===== src/rtl/etapa_busqueda_if.sv =====
`default_nettype none
// ============================================================================
// Module   : etapa_busqueda_if
// Brief    : Instruction-memory read port between the fetch stage and ROM.
// Revision : 1.0
// ============================================================================
interface etapa_busqueda_if #(
  parameter int ANCHO_DIR   = 10,
  parameter int ANCHO_INSTR = 32
);
  logic [ANCHO_DIR-1:0]   direccion;
  logic [ANCHO_INSTR-1:0] instruccion;

  modport master (output direccion, input instruccion);
  modport slave  (input direccion, output instruccion);
endinterface
`default_nettype wire


===== src/rtl/etapa_busqueda.sv =====
`default_nettype none
// ============================================================================
// Module   : etapa_busqueda
// Brief    : Instruction-fetch stage with IF/ID pipeline register.
// Revision : 1.0
// ============================================================================
module etapa_busqueda #(
  parameter int                     ANCHO_DIR   = 10,
  parameter int                     ANCHO_INSTR = 32,
  parameter logic [ANCHO_DIR-1:0]   PC_RESET    = '0,
  parameter logic [ANCHO_INSTR-1:0] INSTR_HLT   = '0
) (
  input  wire                    clk,
  input  wire                    rst_n,
  etapa_busqueda_if.master       imem,
  input  wire                    stall,
  input  wire                    salto_tomado,
  input  wire  [ANCHO_DIR-1:0]   dir_salto,
  output logic [ANCHO_INSTR-1:0] ifid_instruccion,
  output logic [ANCHO_DIR-1:0]   ifid_pc_mas1,
  output logic                   ifid_valido,
  output logic                   detenido
);

  localparam logic [ANCHO_DIR-1:0] c_uno = {{(ANCHO_DIR-1){1'b0}}, 1'b1};

  typedef enum logic [1:0] {
    ARRANQUE = 2'd0,
    CORRE    = 2'd1,
    ALTO     = 2'd2
  } estado_t;

  estado_t                r_estado, w_estado_sig;
  logic [ANCHO_DIR-1:0]   r_pc, w_pc_sig, w_pc_mas1;
  logic [ANCHO_INSTR-1:0] r_instr, w_instr_sig;
  logic [ANCHO_DIR-1:0]   r_pc1, w_pc1_sig;
  logic                   r_valido, w_valido_sig;

  assign w_pc_mas1        = r_pc + c_uno;
  assign imem.direccion   = r_pc;
  assign ifid_instruccion = r_instr;
  assign ifid_pc_mas1     = r_pc1;
  assign ifid_valido      = r_valido;
  assign detenido         = (r_estado == ALTO);

  always_ff @(posedge clk or negedge rst_n) begin
    if (!rst_n) begin
      r_estado <= ARRANQUE;
      r_pc     <= PC_RESET;
      r_instr  <= '0;
      r_pc1    <= '0;
      r_valido <= 1'b0;
    end else begin
      r_estado <= w_estado_sig;
      r_pc     <= w_pc_sig;
      r_instr  <= w_instr_sig;
      r_pc1    <= w_pc1_sig;
      r_valido <= w_valido_sig;
    end
  end

  always_comb begin
    w_estado_sig = r_estado;
    w_pc_sig     = r_pc;
    w_instr_sig  = r_instr;
    w_pc1_sig    = r_pc1;
    w_valido_sig = r_valido;
    case (r_estado)
      // The memory word is not trustworthy until one full negedge read of rom[pc].
      ARRANQUE: begin
        w_valido_sig = 1'b0;
        if (salto_tomado) w_pc_sig = dir_salto;
        else              w_estado_sig = CORRE;
      end
      CORRE: begin
        if (salto_tomado) begin
          w_pc_sig     = dir_salto;
          w_valido_sig = 1'b0;
        end else if (!stall) begin
          w_instr_sig  = imem.instruccion;
          w_pc1_sig    = w_pc_mas1;
          w_valido_sig = 1'b1;
          w_pc_sig     = w_pc_mas1;
          if (imem.instruccion == INSTR_HLT) w_estado_sig = ALTO;
        end
      end
      ALTO: begin
        w_valido_sig = 1'b0;
        if (salto_tomado) begin
          w_pc_sig     = dir_salto;
          w_estado_sig = CORRE;
        end
      end
      default: w_estado_sig = ARRANQUE;
    endcase
  end

endmodule
`default_nettype wire


===== src/flat_wrapper.sv =====
// flat-port wrapper written by rule: the top's interface ports become plain ports
module etapa_busqueda_flat 
#(
  parameter int                     ANCHO_DIR   = 10,
  parameter int                     ANCHO_INSTR = 32,
  parameter logic [ANCHO_DIR-1:0]   PC_RESET    = '0,
  parameter logic [ANCHO_INSTR-1:0] INSTR_HLT   = '0
)
  (clk, rst_n, stall, salto_tomado, dir_salto, ifid_instruccion, ifid_pc_mas1, ifid_valido, detenido, imem_direccion, imem_instruccion);
  etapa_busqueda_if #(.ANCHO_DIR(ANCHO_DIR), .ANCHO_INSTR(ANCHO_INSTR)) imem_i ();
  input  wire clk;
  input  wire rst_n;
  input  wire stall;
  input  wire salto_tomado;
  input  wire  [ANCHO_DIR-1:0] dir_salto;
  output logic [ANCHO_INSTR-1:0] ifid_instruccion;
  output logic [ANCHO_DIR-1:0] ifid_pc_mas1;
  output logic ifid_valido;
  output logic detenido;
  output wire logic [$bits(imem_i.direccion)-1:0] imem_direccion;
  input wire logic [$bits(imem_i.instruccion)-1:0] imem_instruccion;
  assign imem_direccion = imem_i.direccion;
  assign imem_i.instruccion = imem_instruccion;
  etapa_busqueda #(.ANCHO_DIR(ANCHO_DIR), .ANCHO_INSTR(ANCHO_INSTR), .PC_RESET(PC_RESET), .INSTR_HLT(INSTR_HLT)) u_core (.clk(clk), .rst_n(rst_n), .imem(imem_i), .stall(stall), .salto_tomado(salto_tomado), .dir_salto(dir_salto), .ifid_instruccion(ifid_instruccion), .ifid_pc_mas1(ifid_pc_mas1), .ifid_valido(ifid_valido), .detenido(detenido));
endmodule

===== config.mk =====
export PLATFORM = sky130hd
export DESIGN_NAME = etapa_busqueda_flat
export DESIGN_NICKNAME = d
export VERILOG_FILES = /design/src/rtl/etapa_busqueda_if.sv /design/src/rtl/etapa_busqueda.sv /design/src/flat_wrapper.sv
export SDC_FILE = /design/constraint.sdc
export NUM_CORES = 1
export LEC_CHECK = 0
export CORE_UTILIZATION = 45
export DETAILED_ROUTE_END_ITERATION = 6
export PLACE_DENSITY = 0.85
export SETUP_SLACK_MARGIN = 0.1
export SYNTH_ARGS = -nofsm -noshare
export SYNTH_HDL_FRONTEND = slang
export SYNTH_SLANG_ARGS = --single-unit

===== constraint.sdc =====
create_clock -name clk -period 2.8 [get_ports clk]
set_input_delay 0.56 -clock clk [delete_from_list [all_inputs] [get_ports clk]]
set_output_delay 0.56 -clock clk [all_outputs]
set_load 0.005 [all_outputs]

==> flow_metrics.env <==
export IMPL_run_status="finished, final reports clean"
export IMPL_critPathKind="reg -> out"
export IMPL_h_tree_depth=2
export IMPL_wirelength_um=5650
export IMPL_hp_class="in -> async"
export IMPL_crit_path_top_delay_cell="clkdlybuf4s50_1"
export IMPL_first_iter_violations=64
export IMPL_io_pins=100
export IMPL_syn_nets=254
export IMPL_finalSetupViolations=0
export IMPL_grt_usage=0.206
export IMPL_synth_ff_type="dfrtp_1"
export IMPL_synthAdderAreaFrac=0.00508
export IMPL_drive_above_1_share=0.159
export IMPL_clock_skew_ps=5.96
export IMPL_overflow=0
export IMPL_cpPeakStageDelay_ps=540
export IMPL_power_leakage_uw=0.00143
export IMPL_vias_per_cell=5.30
export IMPL_cts_hold_buf=0
export IMPL_worst_setup_path_end_kind="primary output"
export IMPL_cts_resized_gates=0
export IMPL_synth_compound_area_frac=0.104
export IMPL_routabilityCongestion=0.898
export IMPL_die_w_um=76.0
export IMPL_min_period_over_period=0.773
export IMPL_hpwl_um=4290
export IMPL_cp_cell_sequence="nor2b_1, clkdlybuf4s50_1"
export IMPL_clkTransAtPathRegs_ps=100
export IMPL_hold_viol=0
export IMPL_synth_edf_count=0
export IMPL_share_comb_of_total_power=0.273
export IMPL_cts_made_buffers=5
export IMPL_p_int_uw=1600
export IMPL_cts_root_buf="clkbuf_8"
export IMPL_setup_tns_final_ps=0
export IMPL_synth_area_leaders="dfrtp_1 56%, mux2_2 13%, a21oi_1 3.1%, nor4_1 2.5%, nor2_1 2.3%"
export IMPL_dp_cells=371
export IMPL_postSynthAreaPerCell_um2=11.9
export IMPL_clockBufferDepth=2
export IMPL_synth_xor_area_share=0.0285
export IMPL_cp_data_required_time_ps=2240
export IMPL_dieArea_um2=5770
export IMPL_timing_max_cap_violations=0
export IMPL_ys_ff_latch=55
export IMPL_initial_core_util=0.476
export IMPL_synth_simple_area_share=0.117
export IMPL_portBuffers=99
export IMPL_critPathTopFamily="buffers and inverters"
export IMPL_area_growth_pct=47.6
export IMPL_ys_seq_area_frac=0.559
export IMPL_max_freq_mhz=462
export IMPL_drc=0
export IMPL_dr_pass1_iters=4
export IMPL_slew_violations=0
export IMPL_grt_pass1_vias=2017
export IMPL_synthMuxAreaShare=0.155
export IMPL_cp_start_kind="flip-flop"
export IMPL_synth_top_family_by_area="multiplexers"
export IMPL_antenna_found_initial=0
export IMPL_coreArea_um2=5170
export IMPL_die_h_um=76.0
export IMPL_ant_nets=0
export IMPL_diodes=0
export IMPL_synth_top_cell_area_share=0.559
export IMPL_rows=26
export IMPL_relSlewSlack=0.608
export IMPL_ys_types=41
export IMPL_crit_buf_inv=1
export IMPL_clk_latency_ps=300
export IMPL_p_clk_frac=0.252
export IMPL_worstPathMaxFanout=8
export IMPL_mostFrequentLayoutCell="clkdlybuf4s50_1"
export IMPL_seq_power_share=0.475
export IMPL_layout_common_cells="98 x clkdlybuf4s50_1, 55 x dfrtp_1, 29 x mux2_2, 15 x nor2_1, 15 x a21oi_1"
export IMPL_syn_inst=207
export IMPL_synth_warnings=0
export IMPL_vias=2009
export IMPL_post_cts_buffers=0
export IMPL_synth_top_area_cell="dfrtp_1"
export IMPL_layout_nets=355
export IMPL_final_cells=379
export IMPL_grt_setup_unrepaired="no"
export IMPL_crit_arrival_ps=1600
export IMPL_swShare=0.252
export IMPL_async_flop_share=1.00
export IMPL_finalCriticalPeriod_ps=2160
export IMPL_clkSinkCount=55
export IMPL_switchingPower_uw=537
export IMPL_vdd_drop_max_mv=0.345
export IMPL_wl_per_cell_um=14.9
export IMPL_synth_area_um2=2460
export IMPL_grt_max_degree=38
export IMPL_worst_slew_pin_slew_ps=588
export IMPL_power_density_nw_per_um2=587
export IMPL_grt_pass1_wl_um=9470
export IMPL_cts_tree="done"
-- final cells by class --
class / count / area (µm²)
Fill cell: 389 / 1540
Sequential cell: 55 / 1380
Timing Repair Buffer: 105 / 1030
Multi-Input combinational cell: 138 / 1010
Tap cell: 70 / 87.6
Clock buffer: 6 / 82.6
Clock inverter: 2 / 35.0
Inverter: 3 / 11.3
-- power groups by stage --
stage	registers, µW	clock network [µW]	logic, µW
after detailed placement	1030	0	586
final	1010	536	583
after floorplan	1030	0	196
after CTS	1010	549	589
after global routing	1030	577	632
after global placement	1020	0	575
-- stage by stage --
| stage | cell area (µm²) | hold slack [ps] | setup slack (ps) | util | total power, µW |
|---|---|---|---|---|---|
| 3_5_place_dp | 3520 | 477 | 478 | 0.680 | 1610 |
| 6_report | 3630 | 248 | 636 | 0.702 | 2130 |
| 4_1_cts | 3630 | 265 | 619 | 0.702 | 2150 |
| 5_1_grt | 3630 | 277 | 516 | 0.702 | 2240 |
| 2_1_floorplan | 2460 | 264 | 1150 | - | 1220 |
| 3_3_place_gp | 3520 | 469 | 544 | 0.680 | 1600 |
-- final timing paths --
| kind | endpoint | from | depth (start not counted) | slack, ps |
|---|---|---|---|---|
| max | detenido | u_core.r_estado[1] | 2 | 640 |
| min | u_core.imem.direccion[3] | rst_n | 1 | 250 |
| max reg2reg | u_core.imem.direccion[8] | u_core.imem.direccion[0] | 5 | 980 |
| min reg2reg | u_core.ifid_instruccion[19] | u_core.ifid_instruccion[19] | 1 | 490 |
| max in group asynchronous | u_core.ifid_instruccion[31] | rst_n | 2 | 1810 |
| min in group clk | u_core.ifid_instruccion[19] | u_core.ifid_instruccion[19] | 1 | 490 |
-- cell families after synthesis --
logic type / after synthesis
compound gates: 40
xor+xnor: 8
fa+ha+maj: 1
buf+inv: 14
flops: 55
mux: 34
simple gates: 55
-- sequential cells by signal, summed over array words and instances (netlist names) --
| signal | flops |
|---|---|
| u_core.ifid_instruccion | 32 |
| u_core.imem.direccion | 10 |
| u_core.ifid_pc_mas1 | 10 |
| u_core.ifid_valido | 1 |
| u_core.r_estado | 2 |
-- routing by layer --
layer | global-route usage | wire, µm
met4 | 0.0596 | 60
met2 | 0.341 | 2770
met5 | 0 | 0
met3 | 0.0614 | 477
met1 | 0.263 | 2340
-- Yosys cell counts (2+ instances only) --
master / count
a21oi_1: 15
a22oi_1: 2
buf_2: 6
buf_4: 4
dfrtp_1: 55
inv_1: 3
mux2_1: 4
mux2_2: 29
nand2_1: 8
nand2b_1: 2
nand3_1: 3
nand4_1: 2
nor2_1: 15
nor2b_1: 2
nor3_1: 7
nor4_1: 10
o21a_1: 2
o21ai_0: 8
o22ai_1: 2
xnor2_1: 6
xor2_1: 2
No activity file was read; power rests on OpenSTA's default activity.
